===== src/rtl/uart_link_pkg.sv =====
// rtl/uart_link_pkg.sv - shared types and helpers for the UART sample link.
// UART_LINK_HEADER_EN adds a header state and a third byte per frame.
package uart_link_pkg;

`ifdef UART_LINK_HEADER_EN
  localparam int BYTES_PER_SAMPLE = 3;
  typedef enum logic [1:0] {RX_HDR, RX_HI, RX_LO} rx_state_t;
`else
  localparam int BYTES_PER_SAMPLE = 2;
  typedef enum logic [1:0] {RX_HI, RX_LO} rx_state_t;
`endif

  localparam int BYTE_IDX_W = $clog2(BYTES_PER_SAMPLE);

  typedef enum logic [1:0] {TX_IDLE, TX_LOAD, TX_BUSY} tx_state_t;

  // Inter-byte gap in clock cycles; 64-bit math keeps large clocks from overflowing.
  function automatic int unsigned timeout_cycles(longint unsigned clk_hz,
                                                 longint unsigned baud,
                                                 longint unsigned chars);
    longint unsigned c;
    c = chars * 64'd10 * clk_hz / baud;
    return (c == 64'd0) ? 1 : 32'(c);
  endfunction

  function automatic int timeout_width(int unsigned cycles);
    return (cycles < 2) ? 1 : $clog2(cycles);
  endfunction

endpackage


===== src/rtl/uart_byte_tx_seq.sv =====
// rtl/uart_byte_tx_seq.sv - load/busy handshake with the UART transmitter for one byte.
// A start during the completing cycle chains straight into the next load.
module uart_byte_tx_seq
  import uart_link_pkg::*;
(
  input  logic       clk,
  input  logic       rst_n,
  input  logic       start,
  input  logic [7:0] byte_data,
  output logic       done,
  input  logic       uartTxReadyIn,
  output logic [7:0] uartTxDataOut,
  output logic       uartTxLoadOut
);

  tx_state_t  state, state_nxt;
  logic [7:0] data_q;
  logic       take;

  always_ff @(posedge clk or negedge rst_n) begin
    if (!rst_n) begin
      state  <= TX_IDLE;
      data_q <= 8'h00;
    end else begin
      state <= state_nxt;
      if (take) data_q <= byte_data;
    end
  end

  always_comb begin
    state_nxt = state;
    done      = 1'b0;
    take      = 1'b0;
    case (state)
      TX_IDLE: if (start) begin
        take      = 1'b1;
        state_nxt = TX_LOAD;
      end
      TX_LOAD: if (!uartTxReadyIn) state_nxt = TX_BUSY;
      TX_BUSY: if (uartTxReadyIn) begin
        done = 1'b1;
        if (start) begin
          take      = 1'b1;
          state_nxt = TX_LOAD;
        end else begin
          state_nxt = TX_IDLE;
        end
      end
      default: state_nxt = TX_IDLE;
    endcase
  end

  assign uartTxLoadOut = (state == TX_LOAD);
  assign uartTxDataOut = data_q;

endmodule


===== src/rtl/uart_sample_link.sv =====
// rtl/uart_sample_link.sv - carries 16-bit samples over byte-wide UART RX/TX, MSB first.
// UART_LINK_HEADER_EN prefixes every frame with HEADER_BYTE in both directions.
module uart_sample_link
  import uart_link_pkg::*;
#(
  parameter int          CLOCK_FREQUENCY  = 50_000_000,
  parameter int          BAUD_RATE        = 9600,
  parameter int          RX_TIMEOUT_BYTES = 4,
  parameter logic [7:0]  HEADER_BYTE      = 8'hA5
) (
  input  logic        clkIn,
  input  logic        nResetIn,
  input  logic        uartRxReadyIn,
  input  logic [7:0]  uartRxDataIn,
  input  logic        uartTxReadyIn,
  output logic [7:0]  uartTxDataOut,
  output logic        uartTxLoadOut,
  output logic [15:0] sampleOut,
  output logic        sampleValidOut,
  input  logic        sampleReadyIn,
  input  logic [15:0] resultIn,
  input  logic        resultValidIn,
  output logic        resultReadyOut,
  output logic [7:0]  overrunCountOut,
  output logic [7:0]  timeoutCountOut
);

  localparam int unsigned TIMEOUT = timeout_cycles(64'(CLOCK_FREQUENCY), 64'(BAUD_RATE),
                                                   64'(RX_TIMEOUT_BYTES));
  localparam int TW = timeout_width(TIMEOUT);
  localparam logic [TW-1:0] TMAX = TW'(TIMEOUT - 1);
  localparam logic [BYTE_IDX_W-1:0] LAST_IDX = BYTE_IDX_W'(BYTES_PER_SAMPLE - 1);
`ifdef UART_LINK_HEADER_EN
  localparam rx_state_t RX_START = RX_HDR;
`else
  localparam rx_state_t RX_START = RX_HI;
`endif

  rx_state_t     rx_state, rx_next;
  logic          rx_ready_q, byte_event, sample_done, timed_out, transfer;
  logic [7:0]    hi_q;
  logic [TW-1:0] timer_q;

  assign byte_event = uartRxReadyIn & ~rx_ready_q;
  assign transfer   = sampleValidOut & sampleReadyIn;

  always_ff @(posedge clkIn or negedge nResetIn) begin
    if (!nResetIn) rx_state <= RX_START;
    else           rx_state <= rx_next;
  end

  always_comb begin
    rx_next     = rx_state;
    sample_done = 1'b0;
    timed_out   = 1'b0;
    if (rx_state != RX_START && !byte_event && timer_q == TMAX) begin
      timed_out = 1'b1;
      rx_next   = RX_START;
    end else if (byte_event) begin
      case (rx_state)
`ifdef UART_LINK_HEADER_EN
        RX_HDR: if (uartRxDataIn == HEADER_BYTE) rx_next = RX_HI;
`endif
        RX_HI: rx_next = RX_LO;
        RX_LO: begin
          rx_next     = RX_START;
          sample_done = 1'b1;
        end
        default: rx_next = RX_START;
      endcase
    end
  end

  always_ff @(posedge clkIn or negedge nResetIn) begin
    if (!nResetIn) begin
      rx_ready_q      <= 1'b0;
      hi_q            <= 8'h00;
      timer_q         <= '0;
      sampleOut       <= 16'h0000;
      sampleValidOut  <= 1'b0;
      overrunCountOut <= 8'h00;
      timeoutCountOut <= 8'h00;
    end else begin
      rx_ready_q <= uartRxReadyIn;
      if (byte_event && rx_state == RX_HI) hi_q <= uartRxDataIn;
      if (byte_event)                 timer_q <= '0;
      else if (rx_state != RX_START)  timer_q <= timer_q + 1'b1;
      if (timed_out && timeoutCountOut != 8'hFF) timeoutCountOut <= timeoutCountOut + 8'd1;
      // A completing sample only displaces the held one if that one leaves this cycle.
      if (sample_done) begin
        if (!sampleValidOut || sampleReadyIn) begin
          sampleOut      <= {hi_q, uartRxDataIn};
          sampleValidOut <= 1'b1;
        end else if (overrunCountOut != 8'hFF) begin
          overrunCountOut <= overrunCountOut + 8'd1;
        end
      end else if (transfer) begin
        sampleValidOut <= 1'b0;
      end
    end
  end

  function automatic logic [7:0] frame_byte(input logic [15:0] word,
                                            input logic [BYTE_IDX_W-1:0] idx);
    logic [23:0] f;
    logic [1:0]  pos;
    f   = {HEADER_BYTE, word};
    pos = 2'(BYTES_PER_SAMPLE - 1) - 2'(idx);
    return f[{pos, 3'b000} +: 8];
  endfunction

  logic                  run_q, tx_active_q, capture, byte_done, more, start;
  logic [BYTE_IDX_W-1:0] idx_q;
  logic [15:0]           hold_q;
  logic [7:0]            start_byte;

  // run_q keeps resultReadyOut low while reset is asserted.
  assign resultReadyOut = run_q & ~tx_active_q;
  assign capture        = resultValidIn & resultReadyOut;
  assign more           = byte_done & (idx_q != LAST_IDX);
  assign start          = capture | more;
  assign start_byte     = capture ? frame_byte(resultIn, '0) : frame_byte(hold_q, idx_q + 1'b1);

  always_ff @(posedge clkIn or negedge nResetIn) begin
    if (!nResetIn) begin
      run_q       <= 1'b0;
      tx_active_q <= 1'b0;
      idx_q       <= '0;
      hold_q      <= 16'h0000;
    end else begin
      run_q <= 1'b1;
      if (capture) begin
        hold_q      <= resultIn;
        idx_q       <= '0;
        tx_active_q <= 1'b1;
      end else if (byte_done) begin
        if (more) idx_q <= idx_q + 1'b1;
        else      tx_active_q <= 1'b0;
      end
    end
  end

  uart_byte_tx_seq u_tx (
    .clk           (clkIn),
    .rst_n         (nResetIn),
    .start         (start),
    .byte_data     (start_byte),
    .done          (byte_done),
    .uartTxReadyIn (uartTxReadyIn),
    .uartTxDataOut (uartTxDataOut),
    .uartTxLoadOut (uartTxLoadOut)
  );

endmodule


===== config.mk =====
export PLATFORM = sky130hd
export DESIGN_NAME = uart_sample_link
export DESIGN_NICKNAME = d
export VERILOG_FILES = /design/src/rtl/uart_link_pkg.sv /design/src/rtl/uart_byte_tx_seq.sv /design/src/rtl/uart_sample_link.sv
export SDC_FILE = /design/constraint.sdc
export NUM_CORES = 1
export LEC_CHECK = 0
export ABC_AREA = 0
export CORE_ASPECT_RATIO = 0.9
export CORE_MARGIN = 5
export CORE_UTILIZATION = 52
export CTS_CLUSTER_DIAMETER = 60
export DETAILED_ROUTE_END_ITERATION = 8
export GPL_TIMING_DRIVEN = 0
export PLACE_DENSITY = 0.83
export SETUP_SLACK_MARGIN = 0.3
export SYNTH_ARGS = -nofsm -noshare
export SYNTH_HDL_FRONTEND = slang
export SYNTH_SLANG_ARGS = --single-unit

===== constraint.sdc =====
create_clock -name clkIn -period 2.5 [get_ports clkIn]
set_clock_uncertainty 0.2 [all_clocks]
set_input_delay 0.625 -clock clkIn [delete_from_list [all_inputs] [get_ports clkIn]]
set_output_delay 0.625 -clock clkIn [all_outputs]
set_load 0.05 [all_outputs]

==> results of run 1 <==
[flip-flops by register name, summed over array words and instances, names as in the netlist, 2 cells and up]
register,cells
hold_q,16
overrunCountOut,8
u_tx.state,2
hi_q,8
timer_q,18
u_tx.uartTxDataOut,8
timeoutCountOut,8
sampleOut,16
[layout make-up]
class	instances	share of cell area (%)
buffer	12	1.27
clock buffer	10	2.54
clock inverter	6	0.997
inverter	5	0.374
multi-input combinational	232	33.6
sequential	90	44.9
tap	96	2.39
timing repair buffer	75	13.9
[stage by stage]
step / setup slack (ns) / power (mW) / util (%) / instance area (um2)
6_report: 0.331 / 4.96 / 66.9 / 5020
3_3_place_gp: -2.95 / 4.14 / 64.3 / 4820
3_5_place_dp: -0.368 / 4.23 / 64.6 / 4850
2_1_floorplan: 0.306 / 3.52 / - / 3980
5_1_grt: 0.259 / 5.24 / 66.9 / 5020
4_1_cts: 0.152 / 5.00 / 66.9 / 5020
[power by group]
| group | internal [mW] | total, mW | switching, mW |
|---|---|---|---|
| clock | 0.374 | 0.905 | 0.531 |
| sequential | 1.87 | 2.10 | 0.230 |
| combinational | 0.701 | 1.95 | 1.25 |
| total | 2.94 | 4.96 | 2.01 |
[path summary, 6_finish.rpt]
check / from / endpoint / cells after the start
setup / recovery: uartRxReadyIn / hi_q[3] / 4
hold / removal: u_tx.uartTxDataOut[6] / u_tx.uartTxDataOut[6] / 2
setup reg to reg: overrunCountOut[0] / overrunCountOut[1] / 4
hold reg to reg: u_tx.uartTxDataOut[6] / u_tx.uartTxDataOut[6] / 2
max in group asynchronous: nResetIn / hold_q[10] / 3
min in group asynchronous: nResetIn / timeoutCountOut[0] / 2
[metal layers]
layer | share of wire [%] | vias up
met5 | 0 | -
met4 | 1.4 | 0
met3 | 5.8 | 11
met2 | 49 | 74
met1 | 44 | 1447
li1 | - | 1374
[what timing repair did]
action	in CTS	in global routing
cloned	0	0
endpoints found under the hold margin	22	0
setup endpoints to repair	82	36
resized for setup	53	19
hold buffers	1	0
pin swaps	1	0
setup buffers	1	0
[critical path, delay by kind of cell]
kind          cells  cell delay (ns)
mux               1             0.40
buf+inv           1             0.52
simple gates      2             0.66
[synth_stat cells, types with 2 or more instances]
| cell type | number |
|---|---|
| a21oi_1 | 6 |
| a31o_2 | 2 |
| and3_1 | 5 |
| and4_1 | 2 |
| buf_2 | 4 |
| clkbuf_1 | 8 |
| dfrtp_1 | 90 |
| ha_1 | 4 |
| inv_1 | 5 |
| mux2_2 | 42 |
| mux2i_1 | 9 |
| nand2_1 | 34 |
| nand2b_1 | 3 |
| nand3_1 | 13 |
| nand3b_1 | 2 |
| nand4_1 | 9 |
| nor2_1 | 17 |
| nor2b_1 | 4 |
| nor3_1 | 4 |
| nor4_1 | 8 |
| nor4b_1 | 3 |
| o21ai_0 | 19 |
| or3_1 | 3 |
| xnor2_1 | 13 |
| xor2_1 | 13 |
[cell families (layout without fill, tap and decap cells)]
group                    Yosys count  after routing  share of synthesized area [%]
adder cells (fa/ha/maj)            4              4                           1.26
XOR/XNOR                          26             26                           5.72
buffers and inverters             17            108                           1.73
other                              1              1                         0.0942
AND/OR/NAND/NOR                  115            115                           15.1
AO/OA/AOI/OAI                     35             35                           5.37
flip-flops                        90             90                           56.6
multiplexers                      51             51                           14.1
==> results.yml, run 1 <==
placement:
  dp.cells: 508
  io_buffer_count: 72
  place.gp.congestion: 0.824
  place_hpwl_um: 5960
routing:
  wl_um: 8510
  vias_per_cell: 5.52
  drc: 0
  wl_per_cell_um: 16.2
  first_pass_iters: 4
  drtIter0Drc: 93
  dr_total_vias: 2906
  postRouteAntennaNets: 0
finish:
  finish.net_count: 459
  fillers: 584
  layout-drive-gt1-share_pct: 20.7
  multi_input_area_um2: 1690
  finalNonFillerCells: 526
  layout_commonest_cell: "dfrtp_1"
  final_cell_mix: "89 x dfrtp_1, 42 x mux2_2, 36 x dlygate4sd2_1, 34 x nand2_1, 28 x clkdlybuf4s50_1"
  diodes: 0
  area_growth_syn_to_layout_pct: 26.1
  seq_area_um2: 2250
sta:
  rsz0062_at_grt: "true"
  drv_slew: 0
  setup-violations-final: 0
  tns_ns: 0
  holdWs_ns: 0.286
  relSlewSlack_pct: 50.8
  period_share_pct: 86.8
  finalHoldViolCount: 0
  fin_crit_ns: 2.17
  tightest_slew_ns: 0.738
  fmax_mhz: 461
global_route:
  grt_pass1_vias: 2930
  groute.layer.met2.usage_pct: 30.0
  grt_pass1_wl_um: 14300
  grt_antenna_before_repair: 0
  met3_usage_pct: 5.59
  grt-busiest-layer: "met2"
  grtUsageMet1_pct: 25.6
  grt_overflow: 0
  grt_use_total_pct: 19.0
  grt_start_max_net_pins: 69
clock_network:
  h-tree-depth: 3
  cts.sinks: 90
  clock_latency_ns: 0.35
  cts_buffers: 9
  clk_pin_slew_ns: 0.09
  tritoncts: "yes"
  cts_buffer_depth: 2
  clockRootBuffer: "clkbuf_8"
floorplanning:
  die_w_um: 102
  fp.coreArea_um2: 7510
  io_pins: 73
  start_util_pct: 53.0
  die_height_um: 93.0
  dieArea_um2: 9510
  num_rows: 30
power_and_ir_drop:
  vdd_drop_max_mv: 0.614
  p_leak_nw: 2.32
  p_per_area_nw_per_um2: 987
critical_path:
  cp.required_ns: 2.54
  max_stage_delay_ns: 0.52
  start_kind: "input pin"
  arrival_ns: 2.21
  crit_type: "input pin to flip-flop"
  crit_path_cell_trace: "clkdlybuf4s50_1 -> nand2b_1 -> nor2_2 -> mux2_2"
  end_kind: "flip-flop"
  cp_max_fo: 9
  cp_slowest_cell: "clkdlybuf4s50_1"
  r2r_setup_slack_ns: 0.42
synthesis:
  syn_area_um2: 3980
  syn_avg_cell_area_um2: 11.7
  synth_area_leaders: "dfrtp_1 57%, mux2_2 12%, nand2_1 3.2%, xnor2_1 2.9%, xor2_1 2.9%"
  syn_nets: 373
  ys_ff_latch: 90
  yosys_warnings: 0
  synthArstFlopShare_pct: 100
  ys.flop_type: "dfrtp_1"
  yosysSeqAreaShare_pct: 56.6
  synth.top_cell.area_share_pct: 56.6
  synth_top_cell_by_area: "dfrtp_1"
  synth_cell_type_count: 42
  synth_cells: 339
  synth_edf_count: 0
run:
  max_cap_violations: 0
worst_hold_path:
  hold_path_class: "flip-flop to flip-flop"
status:
  status: "finished clean"
(Power assumes the default switching activity.)
==> run 2, diff against run 1 <==
- PLACE_DENSITY: 0.83 -> 0.82
==> results.yml, run 2 (same netlist as run 1, synthesis figures left out) <==
status:
  status: "finished clean"
sta:
  fmax_mhz: 459
  drv_slew: 0
  setup-violations-final: 0
  relSlewSlack_pct: 55.4
  finalHoldViolCount: 0
  fin_crit_ns: 2.18
  finalWorstSetupSlack_ns: 0.321
  holdWs_ns: 0.0273
  period_share_pct: 87.1
  tightest_slew_ns: 0.669
  rsz0062_at_grt: "true"
finish:
  finalNonFillerCells: 525
  finish.net_count: 459
  area_growth_syn_to_layout_pct: 26.7
  layout_commonest_cell: "dfrtp_1"
  fillers: 584
  layout-drive-gt1-share_pct: 20.7
  largestRegisters: "timer_q x18, hold_q x16, sampleOut x16"
  diodes: 0
  final_cell_mix: "89 x dfrtp_1, 42 x mux2_2, 34 x nand2_1, 32 x dlygate4sd2_1, 28 x clkdlybuf4s50_1"
  largest_reg_flops: 18
  largest_register: "timer_q"
  fin_area_um2: 5050
global_route:
  grt_use_total_pct: 19.1
  grt_antenna_before_repair: 0
  grt_pass1_vias: 3063
  grt_overflow: 0
  grt_start_max_net_pins: 55
  grt_pass1_wl_um: 14400
floorplanning:
  fp.coreArea_um2: 7510
  start_util_pct: 53.0
  dieArea_um2: 9510
  die_w_um: 102
  die_height_um: 93.0
  io_pins: 73
  num_rows: 30
power_and_ir_drop:
  netSwitchingPower_mw: 1.98
  p_per_area_nw_per_um2: 998
  vdd_drop_max_mv: 0.679
  swShare_pct: 39.3
  combPwrFrac_pct: 38.8
  seqPwrFrac_pct: 41.9
  p_leak_nw: 2.30
  internal_power_mw: 3.06
  clockPowerShare_pct: 19.3
routing:
  dr_total_vias: 2936
  drc: 0
  vias_per_cell: 5.59
  drtIter0Drc: 181
  wl_per_cell_um: 16.3
  first_pass_iters: 6
  wl_um: 8560
  postRouteAntennaNets: 0
placement:
  place_hpwl_um: 6120
  placed_area_um2: 4850
  place_ws_ns: -0.430
  dp.cells: 508
  io_buffer_count: 72
  place.gp.congestion: 0.841
worst_hold_path:
  hold_path_class: "input pin to asynchronous set/reset pin"
run:
  max_cap_violations: 0
clock_network:
  tritoncts: "yes"
  cts_buffer_depth: 2
  clock_latency_ns: 0.36
  clockRootBuffer: "clkbuf_8"
  h-tree-depth: 3
  cts.sinks: 90
  clk_pin_slew_ns: 0.08
  cts_buffers: 9
critical_path:
  start_kind: "input pin"
  cp.required_ns: 2.54
  crit_type: "input pin to flip-flop"
  end_kind: "flip-flop"
  arrival_ns: 2.22
  cp_max_fo: 10
==> run 2: layout make-up <==
cell class	count	area, um2	area share (%)
sequential	90	2250	44.7
clock buffer	11	141	2.80
multi-input combinational	232	1700	33.7
tap	96	120	2.38
timing repair buffer	75	697	13.8
inverter	5	18.8	0.372
clock inverter	4	52.6	1.04
buffer	12	61.3	1.21
==> run 2: metrics by stage <==
stage                     TNS [ns]  utilization [%]  power (mW)
after floorplan                  0                -        3.52
after global placement     -239.53             64.3        4.14
after detailed placement    -10.12             64.6        4.23
after CTS                        0             67.0        5.08
after global routing             0             67.2        5.33
final                            0             67.2        5.04
==> run 2: critical path, stage by stage <==
cell	delay [ns]
clkdlybuf4s50_1	0.54
nand3b_1	0.19
nor2b_1	0.15
buf_4	0.19
buf_6	0.17
mux2_2	0.35
==> run 2: repair_timing <==
item	in CTS	in global routing
hold buffers	0	0
pin swaps	1	0
resized for setup	53	21
endpoints found under the setup margin	74	37
hold endpoints to repair	0	0
buffers inserted	2	0
==> run 2: routing by layer <==
metal / wire length, um / share of wire [%] / track usage (%) / vias to the layer above
met5: 0 / 0 / 0 / -
met4: 79 / 0.92 / 4.92 / 0
met3: 515 / 6.0 / 5.44 / 7
met2: 4400 / 51 / 32.1 / 90
met1: 3570 / 42 / 24.2 / 1469
li1: - / - / - / 1370
==> run 2: power by group through the flow <==
stage / Sequential (mW) / Clock, mW / Combinational, mW
final: 2.11 / 0.973 / 1.95
after global routing: 2.16 / 1.07 / 2.10
after CTS: 2.11 / 1.00 / 1.97
after detailed placement: 2.14 / 0 / 2.09
after global placement: 2.11 / 0 / 2.03
after floorplan: 2.76 / 0 / 0.760
==> run 2: path summary, 6_finish.rpt <==
path | start | end | slack, ns | depth (start not counted)
max in group asynchronous | nResetIn | hold_q[2] | 1.46 | 2
hold / removal | nResetIn | timer_q[9] | 0.03 | 1
hold reg to reg | u_tx.uartTxDataOut[6] | u_tx.uartTxDataOut[6] | 0.28 | 2
setup / recovery | uartRxReadyIn | sampleOut[9] | 0.32 | 6
min in group clkIn | u_tx.uartTxDataOut[6] | u_tx.uartTxDataOut[6] | 0.28 | 2
setup reg to reg | rx_state[0] | timer_q[16] | 0.47 | 5
==> RTL change, RTL diff (flow settings as in run 2) <==
Add a define of `UART_LINK_HEADER_EN`.
--- a/src/rtl/uart_link_pkg.sv
+++ b/src/rtl/uart_link_pkg.sv
@@ -1,5 +1,7 @@
 // rtl/uart_link_pkg.sv - shared types and helpers for the UART sample link.
 // UART_LINK_HEADER_EN adds a header state and a third byte per frame.
+`define UART_LINK_HEADER_EN
+
 package uart_link_pkg;
 
 `ifdef UART_LINK_HEADER_EN
Function: changed (Yosys sat finds a counterexample within 4 cycles, from zero or initial values and one cycle with nResetIn low).
==> RTL change against run 2 <==
  * Global-route usage is 0.93 points higher
  * Count of clock-buffer cells in the layout down 2
  * Register-to-register slack worse by 0.12 ns
  * Area after synthesis rose by 4.1%
  * Non-clock buffer count grew 6
  * Fmax decreased by 0.84%
  * Cell area is 6.4% higher
  * Core utilization rose by 2.9 points
  * Total power fell by 19%
  * Worst setup slack lost 0.019 ns
  * Wire length increased by 14%
  * Cell count increased by 9.5%
  * Sequential cell count rose by 2
  * Via count is 11% higher
  * Critical path type is now register to output port
==> RTL change: results (changes against run 2) <==
grt:
  grt_max_degree: 61  # +11%
  grt_first_pass_wirelength_um: 16000  # +12%
  grt_pass1_vias: 3264  # +6.6%
  globalRouteTotalUtil_pct: 20.0  # +0.93 points
setup_path:
  crit_start: "sampleValidOut$_DFFE_PN0P_"
  reg2reg_from: "idx_q[0]$_DFFE_PN0P_"
  crit_end: "sampleValidOut"
  r2r_end: "u_tx.uartTxDataOut[6]$_DFFE_PN0P_"
  cp_max_fo: 4  # -6
  reg2reg_depth: 7  # +2
yosys:
  synthAdderAreaFrac_pct: 1.51  # +0.25 points
  synth_area_leaders: "dfrtp_1 56%, mux2_2 7.6%, nand2_1 6.4%"
  yosysUniqueCellTypes: 52  # +24%
  synth-seq-area-share_pct: 55.6  # -1.0 points
  muxShareOfSynthArea_pct: 8.57  # -5.6 points
  synthCells: 382  # +13%
  synth_nets: 417  # +12%
  synthXorXnorAreaFrac_pct: 5.28  # -0.44 points
  synth_compound_area_share_pct: 6.64  # +1.3 points
placement:
  place_inst: 551  # +8.5%
  globalplace.congestion: 0.805  # -4.3%
drt:
  first_iter_violations: 143  # -21%
  firstDrtPassIters: 4  # -2
  drt-vias-per-instance: 5.65  # +1.0%
sta:
  whs_ns: 0.00252  # -0.0248 ns
  max_slew_margin_pct: 42.0  # -13 points
run_status:
  status: "finished, final reports clean"
cells_and_area:
  finalNetCount: 509  # +11%
  drive_gt1_share_pct: 19.6  # -1.1 points
  num_antenna_cells: 0  # unchanged
power_and_ir_drop:
  p_leak_uw: 0.00263  # +14%
  internal-power_uw: 2610  # -15%
  p_clk_share_pct: 26.2  # +6.9 points
  vdd_drop_max_mv: 0.607  # -11%
  power.density_mw_per_mm2: 756  # -24%
  powerComb_uw: 1100  # -44%
clock_tree:
  clockBufferDepth: 2  # unchanged
==> RTL change: cell count changes in the layout (fill, tap and decap cells not counted), sizes merged, moves of 3 or more <==
cell,run 2,this run
and4,3,0
o21ai,19,11
nor3,4,7
o31ai,1,4
xnor2,13,10
mux2i,9,4
nand2,34,71
a41oi,0,4
mux2,42,28
buf,9,16
nor2,17,26
a21oi,6,9
inv,5,20
clkbuf,23,18
==> RTL change: timing repair <==
action / CTS / global route
resized for setup: 56 / 35
pin swaps: 1 / 3
buffers inserted: 1 / 7
endpoints found under the setup margin: 78 / 54
hold endpoints to repair: 0 / 0
==> RTL change: metal layers <==
metal	global-route usage, %	share of wire [%]	wire length, µm	vias to the layer above
met4	4.42	1.7	167	0
met2	34.7	52	5050	70
li1	-	-	-	1515
met3	4.72	3.7	362	17
met1	25.9	43	4150	1647
met5	0	0	0	-
==> RTL change: per-stage QoR <==
stage / setup slack, ns / utilization (%) / cell area [µm²]
after floorplan: 0.302 / - / 4150
after global placement: -2.70 / 65.2 / 4990
after detailed placement: -0.419 / 65.6 / 5020
after CTS: 0.0296 / 68.4 / 5240
after global routing: 0.251 / 70.1 / 5370
final: 0.303 / 70.1 / 5370
==> RTL change: cells by family (layout without fill, tap and decap cells) <==
| family | after synthesis | count (layout) |
|---|---|---|
| compound gates | 40 | 40 |
| xor+xnor | 25 | 25 |
| fa+ha+maj | 5 | 5 |
| buf+inv | 27 | 124 |
| flops | 92 | 92 |
| mux | 32 | 32 |
| other cells | 1 | 1 |
| simple gates | 160 | 160 |
==> RTL change: area by class of cell <==
cell class / count / area share (%)
plain buffers: 12 / 1.42
clock buffers: 9 / 2.31
clock inverters: 7 / 1.61
inverters: 15 / 1.05
multi-input cells: 263 / 34.4
flip-flops and latches: 92 / 43.0
well taps: 96 / 2.24
repair buffers: 81 / 14.0
